`src/rtl/ik_swift_st_pkg.sv`:
```
// rtl/ik_swift_st_pkg.sv - shared states, defaults and round-robin helper for swift stream blocks
//
// Purpose: common definitions for the swift Avalon-ST byte path.
//   st_state_t / ST_IDLE / ST_GRANT : arbiter FSM encoding
//   ST_DEF_*                        : default parameter values
//   rr_pick()                       : round-robin pick starting after 'last'
// Ports: none (package).

package ik_swift_st_pkg;

   localparam int unsigned ST_DEF_NUM_IN    = 2;
   localparam int unsigned ST_DEF_DATA_W    = 8;
   localparam int unsigned ST_DEF_MAX_BURST = 16;

   // Widest requester vector rr_pick understands; callers zero-pad to this.
   localparam int unsigned ST_MAX_IN = 8;

   typedef logic [0:0] st_state_t;

   localparam st_state_t ST_IDLE  = 1'b0;
   localparam st_state_t ST_GRANT = 1'b1;

   // Returns the first asserted request scanning last+1, last+2, ... modulo
   // num_in. With no request set, 'last' is returned unchanged.
   function automatic int unsigned rr_pick(
      input logic [ST_MAX_IN-1:0] req,
      input int unsigned          last,
      input int unsigned          num_in
   );
      int unsigned pick;
      logic        found;
      logic [2:0]  idx;
      pick  = last;
      found = 1'b0;
      for (int unsigned i = 1; i <= ST_MAX_IN; i++) begin
         idx = 3'((last + i) % num_in);
         if (!found && (i <= num_in) && req[idx]) begin
            pick  = 32'(idx);
            found = 1'b1;
         end
      end
      return pick;
   endfunction

endpackage

```
`src/rtl/ik_swift_st_out_reg.sv`:
```
// rtl/ik_swift_st_out_reg.sv - one-entry registered ready/valid output stage
//
// Purpose: holds one beat (data, eop, channel) toward a ready/valid sink.
//   A load and a drain in the same cycle keep out_valid high with the new beat.
//   Contents stay stable while out_valid && !out_ready.
// Ports:
//   clk, reset      : clock, synchronous active-high reset
//   load            : capture load_* this cycle (only legal when load_ready)
//   load_data/eop/channel : beat to capture
//   load_ready      : stage can accept a beat this cycle
//   out_valid/data/eop/channel : registered beat toward the sink
//   out_ready       : sink ready

module ik_swift_st_out_reg #(
   parameter int unsigned DATA_W = 8,
   parameter int unsigned CH_W   = 1
) (
   input  logic              clk,
   input  logic              reset,
   input  logic              load,
   input  logic [DATA_W-1:0] load_data,
   input  logic              load_eop,
   input  logic [CH_W-1:0]   load_channel,
   output logic              load_ready,
   output logic              out_valid,
   output logic [DATA_W-1:0] out_data,
   output logic              out_eop,
   output logic [CH_W-1:0]   out_channel,
   input  logic              out_ready
);

   // Empty, or the held beat leaves this cycle.
   assign load_ready = !out_valid || out_ready;

   always_ff @(posedge clk) begin
      if (reset) begin
         out_valid   <= 1'b0;
         out_data    <= '0;
         out_eop     <= 1'b0;
         out_channel <= '0;
      end else if (load) begin
         out_valid   <= 1'b1;
         out_data    <= load_data;
         out_eop     <= load_eop;
         out_channel <= load_channel;
      end else if (out_ready) begin
         out_valid   <= 1'b0;
      end
   end

endmodule

```
`src/rtl/ik_swift_st_byte_arbiter.sv`:
```
// rtl/ik_swift_st_byte_arbiter.sv - packet-aware round-robin arbiter onto one byte stream
//
// Purpose: shares one Avalon-ST byte sink between NUM_IN sources. A grant is
//   held until end-of-packet or MAX_BURST bytes, then rotates onward.
//   One idle arbitration cycle separates grants.
// Ports:
//   clk, reset   : clock, synchronous active-high reset
//   in_valid     : per-source valid
//   in_data      : source i at [i*DATA_W +: DATA_W]
//   in_eop       : per-source end-of-packet
//   in_ready     : per-source ready, at most one bit high
//   out_valid/out_data/out_eop/out_channel : registered output beat
//   out_ready    : sink ready

module ik_swift_st_byte_arbiter
   import ik_swift_st_pkg::*;
#(
   parameter int unsigned NUM_IN    = ST_DEF_NUM_IN,
   parameter int unsigned DATA_W    = ST_DEF_DATA_W,
   parameter int unsigned MAX_BURST = ST_DEF_MAX_BURST
) (
   input  logic                       clk,
   input  logic                       reset,
   input  logic [NUM_IN-1:0]          in_valid,
   input  logic [NUM_IN*DATA_W-1:0]   in_data,
   input  logic [NUM_IN-1:0]          in_eop,
   output logic [NUM_IN-1:0]          in_ready,
   output logic                       out_valid,
   output logic [DATA_W-1:0]          out_data,
   output logic                       out_eop,
   output logic [$clog2(NUM_IN)-1:0]  out_channel,
   input  logic                       out_ready
);

   localparam int unsigned CH_W = $clog2(NUM_IN);
   localparam int unsigned BC_W = $clog2(MAX_BURST + 1);

   st_state_t             state;
   logic [CH_W-1:0]       gnt;
   logic [CH_W-1:0]       last;
   logic [BC_W-1:0]       burst_cnt;

   logic [ST_MAX_IN-1:0]  req_pad;
   logic [CH_W-1:0]       next_gnt;
   logic                  gnt_valid;
   logic                  gnt_eop;
   logic [DATA_W-1:0]     gnt_data;
   logic                  load_ready;
   logic                  xfer;
   logic                  release_gnt;

   always_comb begin
      req_pad = '0;
      req_pad[NUM_IN-1:0] = in_valid;
   end

   assign next_gnt = CH_W'(rr_pick(req_pad, 32'(last), NUM_IN));

   // Granted-source mux, written with constant indices so it stays clean
   // for NUM_IN values that are not a power of two.
   always_comb begin
      gnt_valid = 1'b0;
      gnt_eop   = 1'b0;
      gnt_data  = '0;
      for (int i = 0; i < NUM_IN; i++) begin
         if (gnt == CH_W'(i)) begin
            gnt_valid = in_valid[i];
            gnt_eop   = in_eop[i];
            gnt_data  = in_data[i*DATA_W +: DATA_W];
         end
      end
   end

   // Ready never looks at in_valid, so a source may wait on it safely.
   always_comb begin
      in_ready = '0;
      for (int i = 0; i < NUM_IN; i++) begin
         in_ready[i] = (state == ST_GRANT) && (gnt == CH_W'(i)) && load_ready;
      end
   end

   assign xfer        = (state == ST_GRANT) && gnt_valid && load_ready;
   // Burst-limit release may split a packet; the rest resumes on a later grant.
   assign release_gnt = xfer && (gnt_eop || (burst_cnt == BC_W'(MAX_BURST - 1)));

   always_ff @(posedge clk) begin
      if (reset) begin
         state     <= ST_IDLE;
         gnt       <= '0;
         last      <= CH_W'(NUM_IN - 1);
         burst_cnt <= '0;
      end else begin
         case (state)
            ST_IDLE: begin
               if (|in_valid) begin
                  gnt       <= next_gnt;
                  burst_cnt <= '0;
                  state     <= ST_GRANT;
               end
            end
            ST_GRANT: begin
               if (xfer) begin
                  burst_cnt <= burst_cnt + 1'b1;
               end
               if (release_gnt) begin
                  last  <= gnt;
                  state <= ST_IDLE;
               end
            end
            default: begin
               state <= ST_IDLE;
            end
         endcase
      end
   end

   ik_swift_st_out_reg #(
      .DATA_W (DATA_W),
      .CH_W   (CH_W)
   ) u_out_reg (
      .clk          (clk),
      .reset        (reset),
      .load         (xfer),
      .load_data    (gnt_data),
      .load_eop     (gnt_eop),
      .load_channel (gnt),
      .load_ready   (load_ready),
      .out_valid    (out_valid),
      .out_data     (out_data),
      .out_eop      (out_eop),
      .out_channel  (out_channel),
      .out_ready    (out_ready)
   );

endmodule

```
`config.mk`:
```
export PLATFORM = sky130hd
export DESIGN_NAME = ik_swift_st_byte_arbiter
export DESIGN_NICKNAME = d
export VERILOG_FILES = /design/src/rtl/ik_swift_st_pkg.sv /design/src/rtl/ik_swift_st_out_reg.sv /design/src/rtl/ik_swift_st_byte_arbiter.sv
export SDC_FILE = /design/constraint.sdc
export NUM_CORES = 1
export LEC_CHECK = 0
export CORE_ASPECT_RATIO = 0.7
export CORE_MARGIN = 10
export CORE_UTILIZATION = 25
export CTS_CLUSTER_DIAMETER = 30
export DETAILED_ROUTE_END_ITERATION = 10
export SLEW_MARGIN = 0
export SYNTH_ARGS = -nofsm -noshare
export SYNTH_HDL_FRONTEND = slang
export SYNTH_SLANG_ARGS = --single-unit
```
`constraint.sdc`:
```
create_clock -name clk -period 4.12 [get_ports clk]
set_clock_uncertainty 0.15 [all_clocks]
set_input_delay 1.236 -clock clk [delete_from_list [all_inputs] [get_ports clk]]
set_output_delay 1.236 -clock clk [all_outputs]
set_load 0.02 [all_outputs]
```
==> results_dict.tcl <==
set metrics [dict create \
    yosys.area_share.adder_pct 2.68 \
    ys_top_cells_by_area "dfxtp_1 41%, mux2i_1 13%, a211oi_2 11%, nor2_1 6.8%, ha_1 2.7%" \
    detail_route.iter0.violations 39 \
    syn_area_per_cell_sq_um 9.74 \
    synth_enable_flop_cells 0 \
    path_cells "clkdlybuf4s50_1 > nor2b_1 > nor3_1 > clkdlybuf4s50_1" \
    endpoint_required_time_on_the_critical_path_ns 2.73 \
    postSynthRegisterBits 19 \
    cp.depth 4 \
    antenna_violations_before_repair 0 \
    grt_pass1_wl_um 4020 \
    placementRows 18 \
    layout_min_cycle_time_ns 4.03 \
    groute.layer.met1.usage_pct 8.03 \
    final_max_slew_viol_count 0 \
    gr-usage-met3_pct 4.64 \
    max-cap-violations 0 \
    timing.rr.start "gnt$_SDFFE_PP0P_" \
    finalNetCount 157 \
    vdd_ir_drop_max_v 0.000112 \
    critical_path.endpoint_type "output port" \
    ys_warn_count 0 \
    cts_bufs_inserted 3 \
    postCtsSetupBuffers 0 \
    timing.hold.worst.start "burst_cnt[4]$_SDFFE_PP0P_" \
    worstPathMaxFanout 4 \
    worstRegToRegCells 6 \
    yosys.area_share.xor_xnor_pct 0 \
    groute.layer.met2.usage_pct 12.3 \
    cts_num_sinks 19 \
    ys_types 27 \
    clk-insertion-delay-late_ns 0.26 \
    ys_seq_area_share_pct 40.7 \
    post-dp-hpwl_um 1850 \
    boundaryPins 36 \
    flow.area_growth_from_synthesis_pct 46.2 \
    vias_after_detailed_routing 809 \
    coreArea_sq_um 3560 \
    floorplan_die_height_um 71.2 \
    critical_path.startpoint_type "primary input" \
    floorplan.initialDensity_pct 26.3 \
    synthTopCellsByCount "19 x dfxtp_1, 17 x nor2_1, 12 x mux2i_1" \
    crit_path_top_delay_cell "clkdlybuf4s50_1" \
    crit_path_most_repeated_cell "clkdlybuf4s50_1" \
    dpl_cell_area_sq_um 1320 \
    design.die.area_sq_um 6620 \
    timing.final.ws_setup_ns 0.0914 \
    setup.reg_to_reg.worst_slack_ns 2.30 \
    layoutNonFillerInstCount 181 \
    whs_endpoint "burst_cnt[4]$_SDFFE_PP0P_" \
    post_cts_resize_count 0 \
    async_reset_ff_share_pct 0 \
    critical-path-max-stage-delay_ns 0.55 \
    max_slew.worst_pin.slew_ns 0.887 \
    fraction_of_final_layout_cells_with_drive_strength_greater_than_1_pct 12.2 \
    vias_in_the_first_global_route 865 \
    hold_path_class "register to register" \
    routed_wirelength_um 2400 \
    dr.pass1.iters 4 \
    postLayoutCoreUtil_pct 38.4 \
    critical_path.reg2reg.endpoint "state$_SDFF_PP0_" \
    critical_path_start_end_classification "primary input to output port" \
    timing.final.setup_violations 0 \
    power_density_nw_per_um2 320 \
    whs_ns 0.351 \
    synth_fp_nets 121 \
    clkSlewWorstSetupHoldPaths_ns 0.07 \
    period_share_pct 97.8 \
    preCtsSetupSlack_ns 0.0867 \
    worst_ep_arrival_time_ns 2.64 \
    grt_overflow_total 0 \
    fillers 372 \
    yosys_most_used_dff "dfxtp_1" \
    synth.area.mux_share_pct 15.5 \
    placed_cells 177 \
    main_combinational_cell_family_by_area_after_synthesis "simple AND/OR/NAND/NOR gates" \
    antenna-diode-count 0 \
    finalInstanceArea_sq_um 1370 \
    final_antenna_net_count 0 \
    critical-path-top-delay-family "buffers and inverters" \
    status "completed" \
    io_buffer_count 35 \
    clockRootBuffer "clkbuf_8" \
    critical_path_buf_inv_count 2 \
    routedWlPerCell_um 13.2 \
    hold_depth 2 \
    max_clock_freq_ghz 0.248 \
    post-synth-top-area-fraction_pct 40.7 \
    netlist_area_sq_um 935 \
    grt_start_max_net_pins 26 \
    design_power_total_uw 438 \
    yosys.area_share.simple_pct 17.9 \
    timing.final.hold_violations 0 \
    synth-compound-area-share_pct 17.5 \
    drc 0 \
    grtUsageTotal_pct 7.46 \
    cts_hold_buffers 0 \
    syn-instance-count 96 \
    worst_slew_margin_rel_pct 40.7 \
    floorplan.die.width_um 93.1 \
    vias_per_cell 4.47 \
    cts-htree-levels 1 \
    routabilityCongestion 0.774 \
    leakage_nw 0.475 \
    largest_area_contributor_in_the_synthesized_netlist "dfxtp_1" \
    yosysMostFrequentCell "dfxtp_1" \
    cts_tree "done" \
    setup-tns-final_ns 0 \
    globalRoute.busiestLayer "met2" \
    ctsLongestPathBuffers 2 \
    rsz_0062_raised_after_global_routing "no" \
]
-- report_power, final --
| group | total (mW) | internal, mW | switching [mW] |
|---|---|---|---|
| registers | 0.201 | 0.195 | 0.00607 |
| clock network | 0.129 | 0.0688 | 0.0598 |
| logic | 0.108 | 0.0560 | 0.0522 |
| total | 0.438 | 0.320 | 0.118 |
-- cells by family (layout without fill, tap and decap cells) --
family	Yosys count	in the layout
fa+ha+maj	2	2
flops	19	19
buf+inv	9	44
compound gates	18	18
simple gates	34	34
mux	14	14
-- cell type report --
type | count | area (sq um) | area share [%]
Inverter | 3 | 11.3 | 0.824
Sequential cell | 19 | 380 | 27.8
Multi-Input combinational cell | 68 | 502 | 36.7
Clock buffer | 4 | 45.0 | 3.30
Tap cell | 50 | 62.6 | 4.58
Timing Repair Buffer | 37 | 365 | 26.7
-- sequential cells by signal (all words and copies together), names as in the netlist --
name,count
u_out_reg.out_data,8
u_out_reg.out_eop,1
u_out_reg.out_valid,1
state,1
gnt,1
u_out_reg.out_channel,1
last,1
burst_cnt,5
-- tightest hold or removal path, cell delays in order, from the launching register on --
cell and delay (ns):
dfxtp_1 0.33, a21oi_1 0.06, nor2_1 0.07
-- layer usage --
layer  vias to the layer above  wire, um  share of wire [%]
met5                         -         0                  0
met4                         0        10               0.42
met3                         3       217                9.1
met2                        23      1100                 46
met1                       374      1070                 45
li1                        409         -                  -
-- layout by cell type (no fill, tap or decap), drive strengths merged, types with 3 or more instances in the layout --
master,Yosys,final
a211oi,9,9
mux2i,13,13
nand2,4,4
nand3,3,3
nor2,17,17
clkbuf,3,4
clkdlybuf4s50,0,35
dfxtp,19,19
inv,3,3
-- worst max-delay path by stage --
stage,start,end,slack [ns]
detailed placement,out_ready,in_ready[0],0.09
global route,out_ready,in_ready[0],0.02
floorplan,out_ready,in_ready[0],0.96
finish,out_ready,in_ready[0],0.09
global placement,out_ready,in_ready[0],0.13
CTS,out_ready,in_ready[0],0.08
Note: power is estimated with default switching activity, not from simulation.
